<file path="config.mk">
export PLATFORM = sky130hd
export DESIGN_NAME = score_counter_flat
export DESIGN_NICKNAME = d
export VERILOG_FILES = /design/src/rtl/dino_pkg.sv /design/src/rtl/score_counter_if.sv /design/src/rtl/bcd_digit.sv /design/src/rtl/score_counter.sv /design/src/flat_wrapper.sv
export SDC_FILE = /design/constraint.sdc
export NUM_CORES = 1
export LEC_CHECK = 0
export BUFFER_PORTS_ARGS = -buffer_cell sky130_fd_sc_hd__buf_4
export CORE_UTILIZATION = 30
export DETAILED_ROUTE_END_ITERATION = 12
export SLEW_MARGIN = 0
export SYNTH_ARGS = -nofsm -noshare
export SYNTH_HDL_FRONTEND = slang
export SYNTH_HIERARCHICAL = 1
export SYNTH_SLANG_ARGS = --single-unit
</file>
<file path="constraint.sdc">
create_clock -name clk -period 7.28 [get_ports clk]
set_input_delay 0.728 -clock clk [delete_from_list [all_inputs] [get_ports clk]]
set_output_delay 0.728 -clock clk [all_outputs]
set_load 0.02 [all_outputs]
</file>
<file path="src/rtl/dino_pkg.sv">
// Shared constants and types for the score keeping logic.
package dino_pkg;

   // Run states of the score keeper.
   typedef enum logic [1:0] {
      S_IDLE = 2'd0,
      S_RUN  = 2'd1,
      S_OVER = 2'd2
   } score_state_e;

   localparam int          BCD_DIGITS = 4;
   localparam logic [15:0] SCORE_MAX  = 16'h9999;

   // A carry out of this digit (tens) lands on a multiple of 100.
   localparam int          MILESTONE_DIGIT = 1;

endpackage

</file>
<file path="src/rtl/score_counter_if.sv">
// Game event inputs and score outputs of the score keeper.
interface score_counter_if;

   logic        game_tick;
   logic        game_start_pulse;
   logic        game_over_pulse;
   logic [15:0] o_score;
   logic [15:0] o_hi_score;
   logic [2:0]  o_speed_level;
   logic        o_milestone;
   logic        o_running;

   // Game side: drives the events, watches the score.
   modport master (
      output game_tick, game_start_pulse, game_over_pulse,
      input  o_score, o_hi_score, o_speed_level, o_milestone, o_running
   );

   // Score keeper side.
   modport slave (
      input  game_tick, game_start_pulse, game_over_pulse,
      output o_score, o_hi_score, o_speed_level, o_milestone, o_running
   );

endinterface

</file>
<file path="src/rtl/bcd_digit.sv">
// One decimal digit of the score; increments 0..9 and carries on wrap.
module bcd_digit (
   input  logic       clk,
   input  logic       rst_n,
   input  logic       clear,
   input  logic       inc_en,
   output logic [3:0] digit,
   output logic       carry_out
);

   assign carry_out = inc_en && (digit == 4'd9);

   // Digit register: clear wins over increment, 9 wraps to 0.
   always_ff @(posedge clk) begin
      // NOTE: sequential state uses non-blocking assignments so every register samples pre-edge values.
      if (!rst_n) begin
         digit <= 4'd0;
      end else if (clear) begin
         digit <= 4'd0;
      end else if (inc_en) begin
         digit <= carry_out ? 4'd0 : digit + 4'd1;
      end
   end

endmodule

</file>
<file path="src/rtl/score_counter.sv">
// Score keeper: counts points on game ticks during a run, tracks session
// high score, speed level and 100-point milestones.
module score_counter
   import dino_pkg::*;
#(
   parameter int TICKS_PER_POINT = 2,
   parameter int MAX_SPEED       = 7
) (
   input  logic           clk,
   input  logic           rst_n,
   score_counter_if.slave bus
);

   localparam logic [1:0] ST_IDLE = S_IDLE;
   localparam logic [1:0] ST_RUN  = S_RUN;
   localparam logic [1:0] ST_OVER = S_OVER;

   localparam logic [3:0] PRESC_LAST = 4'(TICKS_PER_POINT - 1);
   localparam logic [2:0] SPEED_TOP  = 3'(MAX_SPEED);

   logic [1:0]            state;
   logic [3:0]            presc;
   logic [2:0]            speed;
   logic [15:0]           hi_score;
   logic                  milestone;
   logic [15:0]           score;
   logic [BCD_DIGITS-1:0] digit_inc;
   logic [BCD_DIGITS-1:0] digit_carry;
   logic                  top_carry_unused;

   logic running;
   logic do_over;
   logic do_start;
   logic tick_run;
   logic point;
   logic saturated;
   logic hit_milestone;

   assign running   = (state == ST_RUN);
   // Over outranks start only while running; elsewhere over is ignored.
   assign do_over   = running && bus.game_over_pulse;
   assign do_start  = bus.game_start_pulse && !do_over;
   // A tick counts only in RUN with no start or over in the same cycle.
   assign tick_run  = running && bus.game_tick && !bus.game_over_pulse && !bus.game_start_pulse;
   assign point     = tick_run && (presc == PRESC_LAST);
   assign saturated = (score == SCORE_MAX);

   // Ripple chain: each digit increments when the one below carries.
   assign digit_inc[0] = point && !saturated;
   for (genvar i = 0; i < BCD_DIGITS; i++) begin : g_digit
      bcd_digit u_digit (
         .clk       (clk),
         .rst_n     (rst_n),
         .clear     (do_start),
         .inc_en    (digit_inc[i]),
         .digit     (score[4*i +: 4]),
         .carry_out (digit_carry[i])
      );
      if (i > 0) begin : g_link
         assign digit_inc[i] = digit_carry[i-1];
      end
   end

   // Saturation gating keeps the thousands digit from ever carrying out.
   assign top_carry_unused = digit_carry[BCD_DIGITS-1];

   assign hit_milestone = digit_carry[MILESTONE_DIGIT];

   // Run state: over from RUN ends the run, start (re)enters RUN.
   always_ff @(posedge clk) begin
      if (!rst_n) begin
         state <= ST_IDLE;
      end else if (do_over) begin
         state <= ST_OVER;
      end else if (do_start) begin
         state <= ST_RUN;
      end
   end

   // Tick prescaler: wraps after TICKS_PER_POINT ticks, cleared on run entry.
   always_ff @(posedge clk) begin
      if (!rst_n) begin
         presc <= 4'd0;
      end else if (do_start) begin
         presc <= 4'd0;
      end else if (tick_run) begin
         presc <= (presc == PRESC_LAST) ? 4'd0 : presc + 4'd1;
      end
   end

   // Milestone pulse and speed level follow the hundreds carry.
   always_ff @(posedge clk) begin
      if (!rst_n) begin
         milestone <= 1'b0;
         speed     <= 3'd0;
      end else begin
         milestone <= hit_milestone;
         if (do_start) begin
            speed <= 3'd0;
         end else if (hit_milestone && speed != SPEED_TOP) begin
            speed <= speed + 3'd1;
         end
      end
   end

   // High score: packed BCD compares like the number it encodes.
   always_ff @(posedge clk) begin
      if (!rst_n) begin
         hi_score <= 16'h0000;
      end else if (do_over && score > hi_score) begin
         hi_score <= score;
      end
   end

   assign bus.o_score       = score;
   assign bus.o_hi_score    = hi_score;
   assign bus.o_speed_level = speed;
   assign bus.o_milestone   = milestone;
   assign bus.o_running     = running;

endmodule

</file>
<file path="src/flat_wrapper.sv">
// flat-port wrapper written by rule: the top's interface ports become plain ports
module score_counter_flat import dino_pkg::*;
#(
   parameter int TICKS_PER_POINT = 2,
   parameter int MAX_SPEED       = 7
)
  (clk, rst_n, bus_game_tick, bus_game_start_pulse, bus_game_over_pulse, bus_o_score, bus_o_hi_score, bus_o_speed_level, bus_o_milestone, bus_o_running);
  score_counter_if bus_i ();
  input  logic clk;
  input  logic rst_n;
  input wire logic [$bits(bus_i.game_tick)-1:0] bus_game_tick;
  input wire logic [$bits(bus_i.game_start_pulse)-1:0] bus_game_start_pulse;
  input wire logic [$bits(bus_i.game_over_pulse)-1:0] bus_game_over_pulse;
  output wire logic [$bits(bus_i.o_score)-1:0] bus_o_score;
  output wire logic [$bits(bus_i.o_hi_score)-1:0] bus_o_hi_score;
  output wire logic [$bits(bus_i.o_speed_level)-1:0] bus_o_speed_level;
  output wire logic [$bits(bus_i.o_milestone)-1:0] bus_o_milestone;
  output wire logic [$bits(bus_i.o_running)-1:0] bus_o_running;
  assign bus_i.game_tick = bus_game_tick;
  assign bus_i.game_start_pulse = bus_game_start_pulse;
  assign bus_i.game_over_pulse = bus_game_over_pulse;
  assign bus_o_score = bus_i.o_score;
  assign bus_o_hi_score = bus_i.o_hi_score;
  assign bus_o_speed_level = bus_i.o_speed_level;
  assign bus_o_milestone = bus_i.o_milestone;
  assign bus_o_running = bus_i.o_running;
  score_counter #(.TICKS_PER_POINT(TICKS_PER_POINT), .MAX_SPEED(MAX_SPEED)) u_core (.clk(clk), .rst_n(rst_n), .bus(bus_i));
endmodule
</file>
==> results.md, run 1 <==
* Result of the run: complete, no violations
* Share of final-layout standard cells stronger than drive strength 1 at 20.8%
* Final antenna-violating net count at 0
* Setup violators final at 0
* Worst VDD drop at 0.0677 mV
* DIE AREA at 7960 sq um
* Number of pins with negative max-slew slack in the final report at 0
* Core Area at between 7000 and 8000 sq um
* Final period utilization at 45.6%
* Clock root cell: sky130_fd_sc_hd__clkbuf_8
* Number of global-route vias before repair at 1774
* Internal power summed over all cells at slightly above 0.3 mW
* Number of search-and-repair iterations in the first detailed-routing pass at 4
* Number of rows created at floorplan at 31
* IO Port Bufs at 41
* Worst-path cell with the longest stage delay: sky130_fd_sc_hd__nor4_2
* Maximum fanout along the worst path at 9
* Routability-driven placement congestion ratio at 0.795
* Setup repair after global routing missed its margin: no
* Synthesized netlist cell count at 242
* Power share of the sequential group at 59.5%
* Worst clock skew on the final layout at 0.00387 ns
* Detailed-route vias per instance at roughly 4.9
* Startpoint Class: input pin
* Max-capacitance violation count at 0
* DR DRC count at 0
* Effective utilization at floorplan at about 31%
* Origin of the critical flop-to-flop path: u_core/g_digit[0].u_digit/digit[0]
* Core Util, Final at 38.1%
* Post-CTS Hold Fix Bufs at 0
* Post-layout min period at roughly 3.3 ns
* Number of levels in the clock H-tree at 2
* Fin nets at 320
* Final wirelength at 5.27 mm
* Endpoint class of the critical path: flip-flop
* Total vias in the final route at 1898
* Initial drt markers at 58
* Power density over cell area at 140 nW/um^2
* CTS tree: built
* Clock slew at the register clock pins of the worst setup and hold paths at 0.08 ns
* Register-to-register path setup slack at roughly 4.2 ns
* Longest individual stage delay on the worst path at 0.41 ns
* Post-Synthesis Net Count at 273
* Quantity of gates resized following cts at 0
* Layout overhead on the synthesized area at 21.6%
* Least-Margin Pin Slew at 0.933 ns
* Later-pin clock latency in the skew report at 0.29 ns
* WP data arrival at 3.51 ns
* Post-route total power at 0.388 mW
* Worst Hold Depth at 1
* Launch instance of the worst min-delay path: u_core/bus.o_hi_score[11]
* Part of the total power dissipated in combinational logic at 4.0%
* Setup Buffers After CTS at 0
* Class of the most critical setup path: input pin to flip-flop
* Maximum frequency from static timing analysis at ~300 MHz
* Clk network pwr share at between 30% and 40%
* Initial antenna violation count at 0
* Crit path launch: bus_game_over_pulse
* TritonCTS buffer count at 5
* Final global-route overflow total at 0
* Class of the most critical hold timing path: flip-flop to flip-flop
* YS warnings at 6
* Sum Neg Setup Slack at 0 ns
* Hold Path Sink: u_core/bus.o_hi_score[11]
* Cells on worst reg2reg path at 12
* Worst slew slack as a fraction of its limit at 37.1%
* ANT cells at 0
* Global-route wire length before repair at around 8.5 mm
* Post-synthesis area per instance at about 9.4 sq um
* GRT Total Usage at 14.1%
* Die Span X at 89.2 microns
* Leakage power at 1.15 nW
* Terminus of the critical flop-to-flop path: u_core/g_digit[3].u_digit/digit[3]
* Data required time of the worst path at 7.47 ns
* Post-detailed-route wirelength per cell at 13.6 microns
* Maximum count of clock buffers along a single path at 2
* Switching pwr at 0.0857 mW
* Final HPWL DP at ~3.8 mm
* Syn Std Cell Area at 2280 sq um
* Crit-path cells: buf_4 -> nand2b_1 -> nor4_2 -> o311a_1 -> nand4b_1 -> inv_1 -> nand4b_1 -> inv_1 -> nand4b_1 -> inv_1 -> nand4_1 -> xor2_1 -> nor2_2
* Final count of hold timing violations at 0
* Hold Worst Slack at 0.510 ns
* Total clock sinks at 42
* Top Ports at 42
* Die span in y at approximately 89 microns
* Largest net degree at the start of global routing at 16
* Fraction of power spent switching nets at 22.1%
[worst max path at each step]
stage,end,slack [ns],depth (start not counted)
2_1_floorplan,u_core/g_digit[3].u_digit/digit[3],4.30,12
3_3_place_gp,u_core/g_digit[3].u_digit/digit[2],3.90,13
5_1_grt,u_core/g_digit[3].u_digit/digit[3],3.66,13
6_report,u_core/g_digit[3].u_digit/digit[3],3.96,13
4_1_cts,u_core/g_digit[3].u_digit/digit[2],4.05,13
3_5_place_dp,u_core/g_digit[3].u_digit/digit[2],3.72,13
[cell usage in the layout, fill, tap and decap left out, types with 4 or more instances in the layout]
cell type,count
sky130_fd_sc_hd__clkbuf_8,5
sky130_fd_sc_hd__xor2_1,10
sky130_fd_sc_hd__dfxtp_1,42
sky130_fd_sc_hd__inv_1,25
sky130_fd_sc_hd__nand3b_1,8
sky130_fd_sc_hd__nor2_1,15
sky130_fd_sc_hd__nand4b_1,5
sky130_fd_sc_hd__nand2b_1,19
sky130_fd_sc_hd__nand4_1,8
sky130_fd_sc_hd__nand2_1,10
sky130_fd_sc_hd__ha_1,26
sky130_fd_sc_hd__buf_4,42
sky130_fd_sc_hd__a22o_1,15
sky130_fd_sc_hd__a21oi_1,18
sky130_fd_sc_hd__nor2_2,4
[area by class of cell]
cell class,count,area [sq um]
Timing Repair Buffer,42,315
Tap cell,99,124
Sequential cell,42,841
Fill cell,783,4520
Clock buffer,7,76.3
Multi-Input combinational cell,173,1330
Inverter,25,93.8
[registers in the layout, indices dropped and copies added (netlist names)]
register,count
u_core/bus.o_hi_score,16
u_core/g_digit.u_digit/digit,16
u_core/presc,4
u_core/bus.o_speed_level,3
u_core/state,2
u_core/bus.o_milestone,1
[power by group through the flow]
stage	Clock, mW	Sequential, mW	Combinational (mW)
final	0.141	0.231	0.0154
after global routing	0.159	0.231	0.0172
after CTS	0.148	0.231	0.0156
after detailed placement	0	0.236	0.0155
after global placement	0	0.236	0.0153
after floorplan	0	0.236	0.00949
[layer usage]
| layer | track usage, % | share of wire [%] | wire length, microns | vias up |
|---|---|---|---|---|
| li1 | - | - | - | 950 |
| met4 | 3.90 | 0.84 | 44 | 0 |
| met1 | 18.0 | 48 | 2520 | 905 |
| met5 | 0 | 0 | 0 | - |
| met3 | 3.42 | 3.9 | 208 | 4 |
| met2 | 23.7 | 47 | 2500 | 39 |
[metrics by stage]
stage / cells / instance area, sq um / setup WS (ns)
after CTS: 388 / 2780 / 4.05
after global placement: 381 / 2700 / 3.90
final: 388 / 2780 / 3.96
after detailed placement: 381 / 2700 / 3.72
after floorplan: 242 / 2280 / 4.30
after global routing: 388 / 2780 / 3.66
[worst max-delay path, delay by kind of cell]
kind	cells	cell delay [ns]
xor+xnor	1	0.20
buf+inv	4	0.80
compound gates	1	0.36
simple gates	7	1.39
(Power assumes the default switching activity.)
==> run 2, diff against run 1 <==
==> constraint.sdc (replaced) <==
create_clock -name clk -period 2.8 [get_ports clk]
set_input_delay 0.28 -clock clk [delete_from_list [all_inputs] [get_ports clk]]
set_output_delay 0.28 -clock clk [all_outputs]
set_load 0.02 [all_outputs]
==> run 2 against run 1 <==
Via count rose by 2.6%. Total power rose to 2.9 times the previous value. Sequential cell count is the same. Core utilization is 1.6 points higher. First-iteration DRC count up 57%. Critical path depth shrank 2. Clock power rose to 3.4 times the previous value. Critical path type is now flip-flop to flip-flop.
==> results.md, run 2 (synthesis results as in run 1) <==
* Result of the run: complete, no violations
* Crit path launch: u_core/g_digit[0].u_digit/digit[1]
* Total clock sinks at 42 (unchanged)
* Detailed-route vias per instance at 4.86 (-0.69%)
* Met1 layer usage reported by global route at 19.1% (+1.1 points)
* Met3 usage in global routing at 2.77% (-0.65 points)
* Post-detailed-route wirelength per cell at 13.2 microns (-2.8%)
* Hold Worst Slack at 0.253 ns (-0.257 ns)
* Startpoint Class: flip-flop
* Largest net degree at the start of global routing at 16 (unchanged)
* Met2 GRT Util at 22.5% (-1.2 points)
* Endpoint class of the critical path: flip-flop
* Placed Cells at 393 (+3.1%)
* Initial drt markers at 91 (+57%)
* Post-route total power at 1.12 mW (+190%)
* Final HPWL DP at 3.96 mm (+3.1%)
* Launch instance of the worst min-delay path: bus_game_over_pulse
* Fin nets at 332 (+3.8%)
* Effective utilization at floorplan at 31.3% (unchanged)
* Class of the most critical hold timing path: input pin to flip-flop
* DIE AREA at 7960 sq um (unchanged)
* Number of levels in the clock H-tree at 2 (unchanged)
* Sum Neg Setup Slack at 0 ns (unchanged)
* Leakage power at 1.22 nW (+6.6%)
* ANT cells at 0 (unchanged)
* Post-layout min period at 2.52 ns
* Least-Margin Pin Slew at 0.398 ns (-0.535 ns)
* Number of global-route vias before repair at 1746 (-1.6%)
* Number of search-and-repair iterations in the first detailed-routing pass at 4 (unchanged)
* Layout overhead on the synthesized area at 26.8%
* CTS tree: built
* Top Ports at 42 (unchanged)
* Initial antenna violation count at 0 (unchanged)
* Number of rows created at floorplan at 31 (unchanged)
* Cells on worst reg2reg path at 11 (-1)
* Class of the most critical setup path: flip-flop to flip-flop
* Final count of hold timing violations at 0 (unchanged)
* Final period utilization at 89.9%
* Setup repair after global routing missed its margin: no
* Final antenna-violating net count at 0 (unchanged)
* Die Span X at 89.2 microns (unchanged)
* WP data arrival at 2.75 ns (-0.76 ns)
* Final wirelength at 5.29 mm (+0.44%)
* Setup violators final at 0 (unchanged)
* Global-route wire length before repair at 8.60 mm (+0.89%)
* Worst slew slack as a fraction of its limit at 73.5% (+36 points)
* GRT Total Usage at 14.3% (+0.20 points)
* Terminus of the critical flop-to-flop path: u_core/g_digit[3].u_digit/digit[0]
* IO Port Bufs at 41 (unchanged)
* Power density over cell area at 387 nW/um^2 (+180%)
* Post-CTS Hold Fix Bufs at 0 (unchanged)
* Number of pins with negative max-slew slack in the final report at 0 (unchanged)
* Maximum fanout along the worst path at 9 (unchanged)
* Max-capacitance violation count at 0 (unchanged)
* Worst clock skew on the final layout at 0.00741 ns (+0.00353 ns)
* Clock root cell: sky130_fd_sc_hd__clkbuf_8
* Multi-input logic area at 1330 sq um (unchanged)
* Clock slew at the register clock pins of the worst setup and hold paths at 0.08 ns (about the same)
* DR DRC count at 0 (unchanged)
* Critical Path End: u_core/g_digit[3].u_digit/digit[0]
* Later-pin clock latency in the skew report at 0.29 ns (about the same)
* Data required time of the worst path at 3.03 ns (-4.44 ns)
* Total vias in the final route at 1948 (+2.6%)
* Core Area at 7290 sq um (unchanged)
* Maximum count of clock buffers along a single path at 2 (unchanged)
* Post-Layout Cell Count at 401 (+3.4%)
* Share of final-layout standard cells stronger than drive strength 1 at 24.5% (+3.7 points)
* Most common cell after layout, fill and taps aside: sky130_fd_sc_hd__buf_4
* Worst VDD drop at 0.200 mV (+200%)
* Origin of the critical flop-to-flop path: u_core/g_digit[0].u_digit/digit[1]
* Filler Cells Inserted at 771 (-1.5%)
* Maximum frequency from static timing analysis at 397 MHz
* Busiest metal layer after global routing: met2
* Die span in y at 89.2 microns (unchanged)
* TritonCTS buffer count at 5 (unchanged)
* Final global-route overflow total at 0 (unchanged)
* Area taken by flip-flops and latches at 841 sq um (unchanged)
* Most frequent cells in the layout: 54 x sky130_fd_sc_hd__buf_4, 42 x sky130_fd_sc_hd__dfxtp_1, 26 x sky130_fd_sc_hd__ha_1
* Register-to-register path setup slack at 0.28 ns (-3.90 ns)
* Routability-driven placement congestion ratio at 0.822 (+3.4%)
## run 2: changes by cell type in the layout (fill, tap and decap cells not counted)
cell                        change
sky130_fd_sc_hd__bufinv_16      +1
sky130_fd_sc_hd__inv_2          +1
sky130_fd_sc_hd__buf_4         +12
sky130_fd_sc_hd__inv_1          -1
## run 2: cell type report
class | instances | area share [%]
clock buffers | 7 | 2.63
clock inverters | 1 | 1.04
inverters | 25 | 3.24
multi-input cells | 173 | 45.8
flip-flops and latches | 42 | 29.0
well taps | 99 | 4.28
repair buffers | 54 | 14.0
## run 2: metal layers
metal / vias to the layer above / share of wire [%]
met2: 36 / 45
met3: 7 / 3.3
met1: 924 / 51
met4: 0 / 1.2
met5: - / 0
li1: 981 / -
## run 2: repair_timing
| item | CTS | global route |
|---|---|---|
| setup buffers | 0 | 0 |
| setup endpoints to repair | 0 | 3 |
| resized for setup | 0 | 1 |
## run 2: how the worst min path moves through the flow
stage	endpoint	slack, ns	depth (start not counted)
6_report	u_core/state[1]	0.25	3
5_1_grt	u_core/state[1]	0.28	3
4_1_cts	u_core/state[1]	0.24	3
3_5_place_dp	u_core/bus.o_hi_score[11]	0.50	1
3_3_place_gp	u_core/bus.o_hi_score[2]	0.49	1
2_1_floorplan	u_core/bus.o_milestone	0.41	1
## run 2: through the flow
stage,setup WS [ns],util (%),instance area [sq um]
5_1_grt,0.0234,39.7,2900
6_report,0.284,39.7,2900
2_1_floorplan,0.0365,-,2280
3_5_place_dp,0.167,38.3,2790
4_1_cts,0.230,39.7,2900
3_3_place_gp,0.278,38.3,2790
## run 2: critical path, stage by stage, from the launching register on
cell	delay (ns)
sky130_fd_sc_hd__dfxtp_1	0.40
sky130_fd_sc_hd__or4_1	0.53
sky130_fd_sc_hd__o311a_1	0.36
sky130_fd_sc_hd__nand4b_1	0.17
sky130_fd_sc_hd__inv_1	0.08
sky130_fd_sc_hd__nand4b_1	0.12
sky130_fd_sc_hd__inv_1	0.13
sky130_fd_sc_hd__nand4b_1	0.20
sky130_fd_sc_hd__inv_2	0.10
sky130_fd_sc_hd__nand4b_1	0.15
sky130_fd_sc_hd__nand3b_1	0.10
sky130_fd_sc_hd__a21oi_1	0.12
## run 2: where the power goes
part           total, mW  switching [mW]  internal (mW)
combinational     0.0413          0.0262         0.0151
sequential         0.600         0.00179          0.599
clock              0.478           0.211          0.267
